[src/rtl/piso_tx.sv]
// piso_tx: parallel-in serial-out transmitter, MSB first, with first/last-bit strobes and idle gap.
// Latency: first bit on sout 1 clk after the load handshake; one word per SZE+GAP+1 clks.
// Backpressure: load_ready is high only in IDLE; load_valid/load_data are ignored otherwise.
module piso_tx #(
  parameter int   SZE      = 8,
  parameter int   GAP      = 1,
  parameter logic IDLE_LVL = 1'b1
) (
  input  logic           clk,
  input  logic           rst,
  input  logic           load_valid,
  input  logic [SZE-1:0] load_data,
  output logic           load_ready,
  output logic           sout,
  output logic           sout_valid,
  output logic           frame_start,
  output logic           frame_end,
  output logic           busy
);

  localparam int BW = ($clog2(SZE) < 1) ? 1 : $clog2(SZE);
  localparam int GW = ($clog2(GAP + 1) < 1) ? 1 : $clog2(GAP + 1);
  localparam logic [BW-1:0] BIT_LD = BW'(SZE - 1);
  localparam logic [GW-1:0] GAP_LD = (GAP > 0) ? GW'(GAP - 1) : '0;

  if (SZE < 2 || SZE > 32 || GAP < 0 || GAP > 15) begin : g_bad_param
    $error("piso_tx: illegal parameters SZE=%0d GAP=%0d", SZE, GAP);
  end

  typedef enum logic [1:0] {
    S_IDLE  = 2'd0,
    S_SHIFT = 2'd1,
    S_GAP   = 2'd2
  } state_t;

  state_t          r_state;
  logic [SZE-1:0]  r_shreg;
  logic [BW-1:0]   r_bitcnt;
  logic [GW-1:0]   r_gapcnt;
  logic            r_sout_valid;
  logic            r_frame_start;
  logic            r_frame_end;
  logic            r_busy;
  logic            w_xfer;

  // Ready depends on state only, so upstream can never form a combinational loop through us.
  assign load_ready = (r_state == S_IDLE);
  assign w_xfer     = load_valid & load_ready;

  // The shift register's MSB is the line itself: it is idle-filled after every word,
  // so sout reads IDLE_LVL in IDLE and GAP without a separate mux.
  assign sout        = r_shreg[SZE-1];
  assign sout_valid  = r_sout_valid;
  assign frame_start = r_frame_start;
  assign frame_end   = r_frame_end;
  assign busy        = r_busy;

  // Transmit FSM with registered framing outputs.
  always_ff @(posedge clk or negedge rst) begin
    if (!rst) begin
      r_state       <= S_IDLE;
      r_shreg       <= {SZE{IDLE_LVL}};
      r_bitcnt      <= '0;
      r_gapcnt      <= '0;
      r_sout_valid  <= 1'b0;
      r_frame_start <= 1'b0;
      r_frame_end   <= 1'b0;
      r_busy        <= 1'b0;
    end else begin
      case (r_state)
        S_IDLE: begin
          if (w_xfer) begin
            r_state       <= S_SHIFT;
            r_shreg       <= load_data;
            r_bitcnt      <= BIT_LD;
            r_sout_valid  <= 1'b1;
            r_frame_start <= 1'b1;
            r_frame_end   <= 1'b0;
            r_busy        <= 1'b1;
          end
        end
        S_SHIFT: begin
          // Shift on every bit cycle including the LSB, leaving the register idle-filled.
          r_shreg       <= {r_shreg[SZE-2:0], IDLE_LVL};
          r_frame_start <= 1'b0;
          if (r_bitcnt == '0) begin
            r_sout_valid <= 1'b0;
            r_frame_end  <= 1'b0;
            if (GAP > 0) begin
              r_state  <= S_GAP;
              r_gapcnt <= GAP_LD;
              r_busy   <= 1'b1;
            end else begin
              r_state <= S_IDLE;
              r_busy  <= 1'b0;
            end
          end else begin
            r_bitcnt    <= r_bitcnt - BW'(1);
            r_frame_end <= (r_bitcnt == BW'(1));
          end
        end
        S_GAP: begin
          if (r_gapcnt == '0) begin
            r_state <= S_IDLE;
            r_busy  <= 1'b0;
          end else begin
            r_gapcnt <= r_gapcnt - GW'(1);
          end
        end
        default: begin
          r_state <= S_IDLE;
          r_busy  <= 1'b0;
        end
      endcase
    end
  end

endmodule

[config.mk]
export PLATFORM = sky130hd
export DESIGN_NAME = piso_tx
export DESIGN_NICKNAME = d
export VERILOG_FILES = /design/src/rtl/piso_tx.sv
export SDC_FILE = /design/constraint.sdc
export NUM_CORES = 1
export LEC_CHECK = 0
export CAP_MARGIN = 10
export CORE_AREA = 4 4 48 50
export CTS_BUF_LIST = sky130_fd_sc_hd__clkbuf_8
export CTS_CLUSTER_SIZE = 12
export DETAILED_ROUTE_END_ITERATION = 8
export DIE_AREA = 0 0 52 54
export HOLD_SLACK_MARGIN = 0.15
export PLACE_DENSITY_LB_ADDON = 0.2
export SETUP_SLACK_MARGIN = 0.02
export SLEW_MARGIN = 20
export SYNTH_ARGS = -nofsm -noshare
export SYNTH_HDL_FRONTEND = slang
export SYNTH_SLANG_ARGS = --single-unit
[constraint.sdc]
create_clock -name clk -period 3.1 [get_ports clk]
set_clock_uncertainty 0.05 [all_clocks]
set_input_delay 0.93 -clock clk [delete_from_list [all_inputs] [get_ports clk]]
set_output_delay 0.93 -clock clk [all_outputs]
set_load 0.05 [all_outputs]
After elaboration in Yosys (flattened, before gate mapping)
Cells that the tools add are included.
{"block": "op_classes", "addsub": 2, "eq_ne": 7, "muxes": 21, "bitwise_logic": 1, "reduce_logical": 9}
{"operator": "8-bit one-hot mux with 2 select lines", "n": 1}
{"operator": "3-bit AND reduction", "n": 3}
{"operator": "8-bit two-way mux", "n": 1}
{"operator": "1-bit one-hot mux with 2 select lines", "n": 4}
{"operator": "1-bit two-way mux", "n": 7}
{"operator": "2-bit two-way mux", "n": 3}
{"operator": "3-bit two-way mux", "n": 2}
{"operator": "2-bit inequality test, second input constant", "n": 3}
{"operator": "2-bit one-hot mux with 3 select lines", "n": 1}
{"operator": "3-bit one-hot mux with 2 select lines", "n": 1}
{"operator": "2-bit AND reduction", "n": 2}
{"operator": "2-bit nonzero test", "n": 2}
{"operator": "3-bit by 1-bit == test with 1-bit output, second input constant", "n": 1}
{"operator": "3-bit logical NOT", "n": 1}
{"operator": "1-bit one-hot mux with 3 select lines", "n": 1}
{"operator": "3-bit by 1-bit subtractor with 3-bit output, second input constant", "n": 1}
{"operator": "2-bit by 1-bit == test with 1-bit output, second input constant", "n": 1}
{"operator": "2-bit == test, second input constant", "n": 1}
{"operator": "2-bit logical NOT", "n": 1}
{"operator": "2-bit by 1-bit inequality test with 1-bit output, second input constant", "n": 1}
{"operator": "1-bit bitwise AND", "n": 1}
{"operator": "1-bit subtractor, second input constant", "n": 1}
{"block": "word_totals", "register_bits": 18, "inputBits": 11, "output_inout_bits": 6, "wordCells": 48}

Longest topological paths before layout
{"block": "depth", "ltp_word": 4, "ltp_mapped": 5}

Least setup slack after synthesis
Ideal clock, no wire load.
{"block": "synth_timing", "path_kind": "reg2out", "from": "register r_state[0]", "to": "output port load_ready", "arrival_time_ns": 1.333, "setup_slack_ns": 0.787, "path_stages_with_launch": 4, "n_path_buf": 2, "path_cell_list": "dfrtp_1 -> buf_4 -> buf_4 -> nor2_1"}
{"block": "synth_via", "elab_chain_len": 1}
{"item": "start: declaration", "line": "36", "rtl": "state_t r_state;"}
{"item": "start signal: assignment", "line": "61", "rtl": "r_state <= S_IDLE;"}
{"item": "start signal: assignment", "line": "73", "rtl": "r_state <= S_SHIFT;"}
{"item": "start signal: assignment", "line": "90", "rtl": "r_state <= S_GAP;"}
{"item": "2-bit logical NOT", "line": "47", "rtl": "assign load_ready = (r_state == S_IDLE);"}
{"item": "end: declaration", "line": "13", "rtl": "output logic load_ready,"}
No other way between the ends.

Worst setup path in the final report
{"block": "layout_timing", "from": "register r_shreg[7]", "to": "output port sout"}
{"item": "start: declaration", "line": "37", "rtl": "logic [SZE-1:0] r_shreg;"}
{"item": "start signal: assignment", "line": "62", "rtl": "r_shreg <= {SZE{IDLE_LVL}};"}
{"item": "start signal: assignment", "line": "74", "rtl": "r_shreg <= load_data;"}
{"item": "start signal: assignment", "line": "84", "rtl": "r_shreg <= {r_shreg[SZE-2:0], IDLE_LVL};"}
{"item": "end: declaration", "line": "14", "rtl": "output logic sout,"}
No word-level cell between the ends.

==> out/results.md <==
• complete, no violations — run status
• 0.474 — part of the power in combinational logic
• 117 — layout net count
• 52 um — horizontal die dimension
• 0 ns — Post-Route Setup TNS
• 22 — post-synthesis cell type count
• 0 — pins over their slew limit
• 832 um2 — post-synthesis instance area
• 2860 um — wire length of the first global-routing pass
• 17 — flop and latch count out of synthesis
• 0 — ANT cells
• 1 — worst path bufs/invs
• 0.402 — Switching Share
• 0 — number of buffers inserted by hold repair at cts
• 1.00 — asr flop ratio synth
• 0.523 — portion of the post-synthesis area used by sequential elements
• 16 — number of placement rows
• 179 — FILL cells
• 84 — post-synthesis instance total
• 0.146 — Clk network pwr share
• sky130_fd_sc_hd__o21ai_0 — count leader, synth
• 2.12 ns — data required time at the worst endpoint
• 2 — Clock Path Buffers
• 0 — warning count from the yosys run
• 0.471 nW — leakage power of the design
• sky130_fd_sc_hd__dfrtp_1 — area leader, netlist
• 0 — grt ovf
• 2.55 ns — time the final worst path needs with I/O delays and setup
• done — TritonCTS clock tree
• flip-flop to output pin — critical path class
• 1.57 ns — data arrival time of the critical path
• 393 MHz — upper clock frequency limit
• 0.710 — routability cong.
• output pin — Worst Setup End Kind
• flip-flop to flip-flop — min-delay worst type
• 17 — number of placed I/O pins
• 347 um2 — area of combinational cells with multiple inputs
• 4 — starting DRC count in detailed routing
• 0.499 — headroom to the max-slew limit
• 0 — number of failing hold endpoints at the final stage
• 17 — clock sinks
• 0.271 — Yosys top cell area share
• 1020 mW/mm2 — Pwr per Cell Area
• 1710 um — total wire length after detailed routing
• 435 um2 — combined flip-flop and latch cell area
• 645 uW — Int Power
• 0 — antenna-violating nets left
• 0 — buffer count from post-CTS setup fixing
• 0.821 — Tcrit/Tclk final
• 1 — H-tree levels
• 129 — final std cells w/o fill
• 0.559 — final core utilization
• sky130_fd_sc_hd__o21ai_0, sky130_fd_sc_hd__dfrtp_1, sky130_fd_sc_hd__dfstp_2, sky130_fd_sc_hd__nand2_1, sky130_fd_sc_hd__a22oi_1 — leading cell types by count after synthesis
• 0 — endpoints failing setup
• 0.25 ns — Worst-Skew Late Latency
• sky130_fd_sc_hd__clkdlybuf4s50_1 — CP max stage cell
• sky130_fd_sc_hd__dfrtp_1, sky130_fd_sc_hd__dfstp_2, sky130_fd_sc_hd__o21ai_0, sky130_fd_sc_hd__a22oi_1, sky130_fd_sc_hd__ha_1 — cell types occupying the most area after synthesis
• 1.08 mW — Overall Power
• 0.07 ns — CTS clock-pin slew for the worst setup and hold paths
• 0 — number of antenna violations at the first check in global routing
• sky130_fd_sc_hd__dfrtp_1 — Most used DFF post-synth
• 9.91 um2 — average cell area after synthesis
• 13.3 um — Avg WL per Cell
• 5.08 — Avg Vias per Cell
• 434 uW — switching power
• 21 — largest net degree at the start of global routing
• 0.79 ns — Largest stage delay, worst path
• 0.424 ns — worst hold slack after final layout
• 2 — largest fanout on the critical path
• 0.438 — initial core utilization
• 0 — number of enable flip-flop cells after synthesis
• 0 — CTS-repair resized insts
• buffers and inverters — crit-path leading delay family
• 0 — Max-Cap Viols
• false — setup repair after global routing missed its margin
• sky130_fd_sc_hd__clkbuf_8 — clock root buffer
• 0.137 — fraction of layout instances using a drive strength above 1
• 16 — count of port buffers added during placement
• 3 — CTS buffer count
• 125 — count of placed standard cells including taps
• flip-flop — Critical Path Source Type
• 98 — syn nets
• 0.00190 mm2 — core area
• clkdlybuf4s50_1 — cells traversed along the worst timing path
• 0.488 mV — worst supply voltage drop on vdd
• 0 — drc violations
• 27.7% — Area growth, synth to finish
• 0.379 — Reg power frac
• 0.749 ns — slew of the pin with the lowest slew margin
• 54 um — height of the die
• 650 — via count of the first global-routing pass
• 655 — via count
• 0.00281 mm2 — Die Outline Area
• 1210 um — final HPWL from detailed placement
• 2 — number of detailed-routing iterations run before antenna repair
• 0.141 — gr usage total
-- placed cells by master (no fill, tap or decap), drive strengths merged --
cell type      count
dfrtp              9
nand2b             4
nor2b              3
mux2i              2
nor2               6
a21oi              4
nand2              8
ha                 3
inv                6
a31oi              1
a22oi              7
clkdlybuf4s50     16
and3b              2
a211oi             1
o21bai             1
clkbuf             3
a2bb2oi            1
nand3              1
o21ai             12
dfstp              8
o21a               1
buf                3
-- worst min-delay path, cell delays in order (launching register included) --
cell and delay (ns):
sky130_fd_sc_hd__dfstp_2 0.37, sky130_fd_sc_hd__nand2_1 0.04, sky130_fd_sc_hd__o21ai_0 0.06
-- cell families after synthesis --
family,after synthesis,share of synthesized area
buffers and inverters,10,0.0601
AO/OA/AOI/OAI,28,0.205
multiplexers,2,0.0241
adder cells (fa/ha/maj),3,0.0451
flip-flops,17,0.523
AND/OR/NAND/NOR,24,0.143
-- stage by stage --
step                instance area (um2)  setup slack, ns
floorplan                           832            0.787
detailed placement                 1020            0.723
global route                       1060            0.486
global placement                   1020            0.765
CTS                                1060            0.539
finish                             1060            0.553
-- power groups by stage --
stage | clock network [mW] | registers (mW) | logic [mW]
6_report | 0.158 | 0.410 | 0.512
5_1_grt | 0.176 | 0.422 | 0.573
4_1_cts | 0.165 | 0.410 | 0.521
3_5_place_dp | 0 | 0.412 | 0.521
3_3_place_gp | 0 | 0.409 | 0.507
2_1_floorplan | 0 | 0.497 | 0.284
-- final timing paths --
| kind | from | to | slack [ns] | cells past startpoint |
|---|---|---|---|---|
| worst max-delay path | r_shreg[7]$_DFFE_PN1P_ | sout | 0.55 | 1 |
| worst min-delay path | r_shreg[7]$_DFFE_PN1P_ | r_shreg[7]$_DFFE_PN1P_ | 0.42 | 2 |
| min in group asynchronous | rst | busy$_DFFE_PN0P_ | 1.08 | 1 |
| worst max register to register | r_state[0]$_DFFE_PN0P_ | r_shreg[4]$_DFFE_PN1P_ | 1.66 | 4 |
| worst min register to register | r_shreg[7]$_DFFE_PN1P_ | r_shreg[7]$_DFFE_PN1P_ | 0.42 | 2 |
| max in group asynchronous | rst | r_bitcnt[0]$_DFFE_PN0P_ | 1.45 | 1 |
-- flip-flops by register name, summed over array words and instances (netlist names) --
register	flops
busy	1
frame_end	1
frame_start	1
r_bitcnt	3
r_shreg	8
r_state	2
sout_valid	1
-- cell type report --
type                       instances  area share
clock buffer                       3      0.0389
clock inverter                     1     0.00353
inverter                           5      0.0177
multi-input combinational         57       0.326
sequential                        17       0.410
tap                               27      0.0318
timing repair buffer              19       0.172
-- metal layers --
metal	up-vias	global-route usage	share of wire
li1	324	-	-
met1	320	0.173	0.46
met2	9	0.232	0.50
met3	2	0.0249	0.032
met4	0	0.0786	0.0047
met5	-	0	0
(Power assumes the default switching activity.)
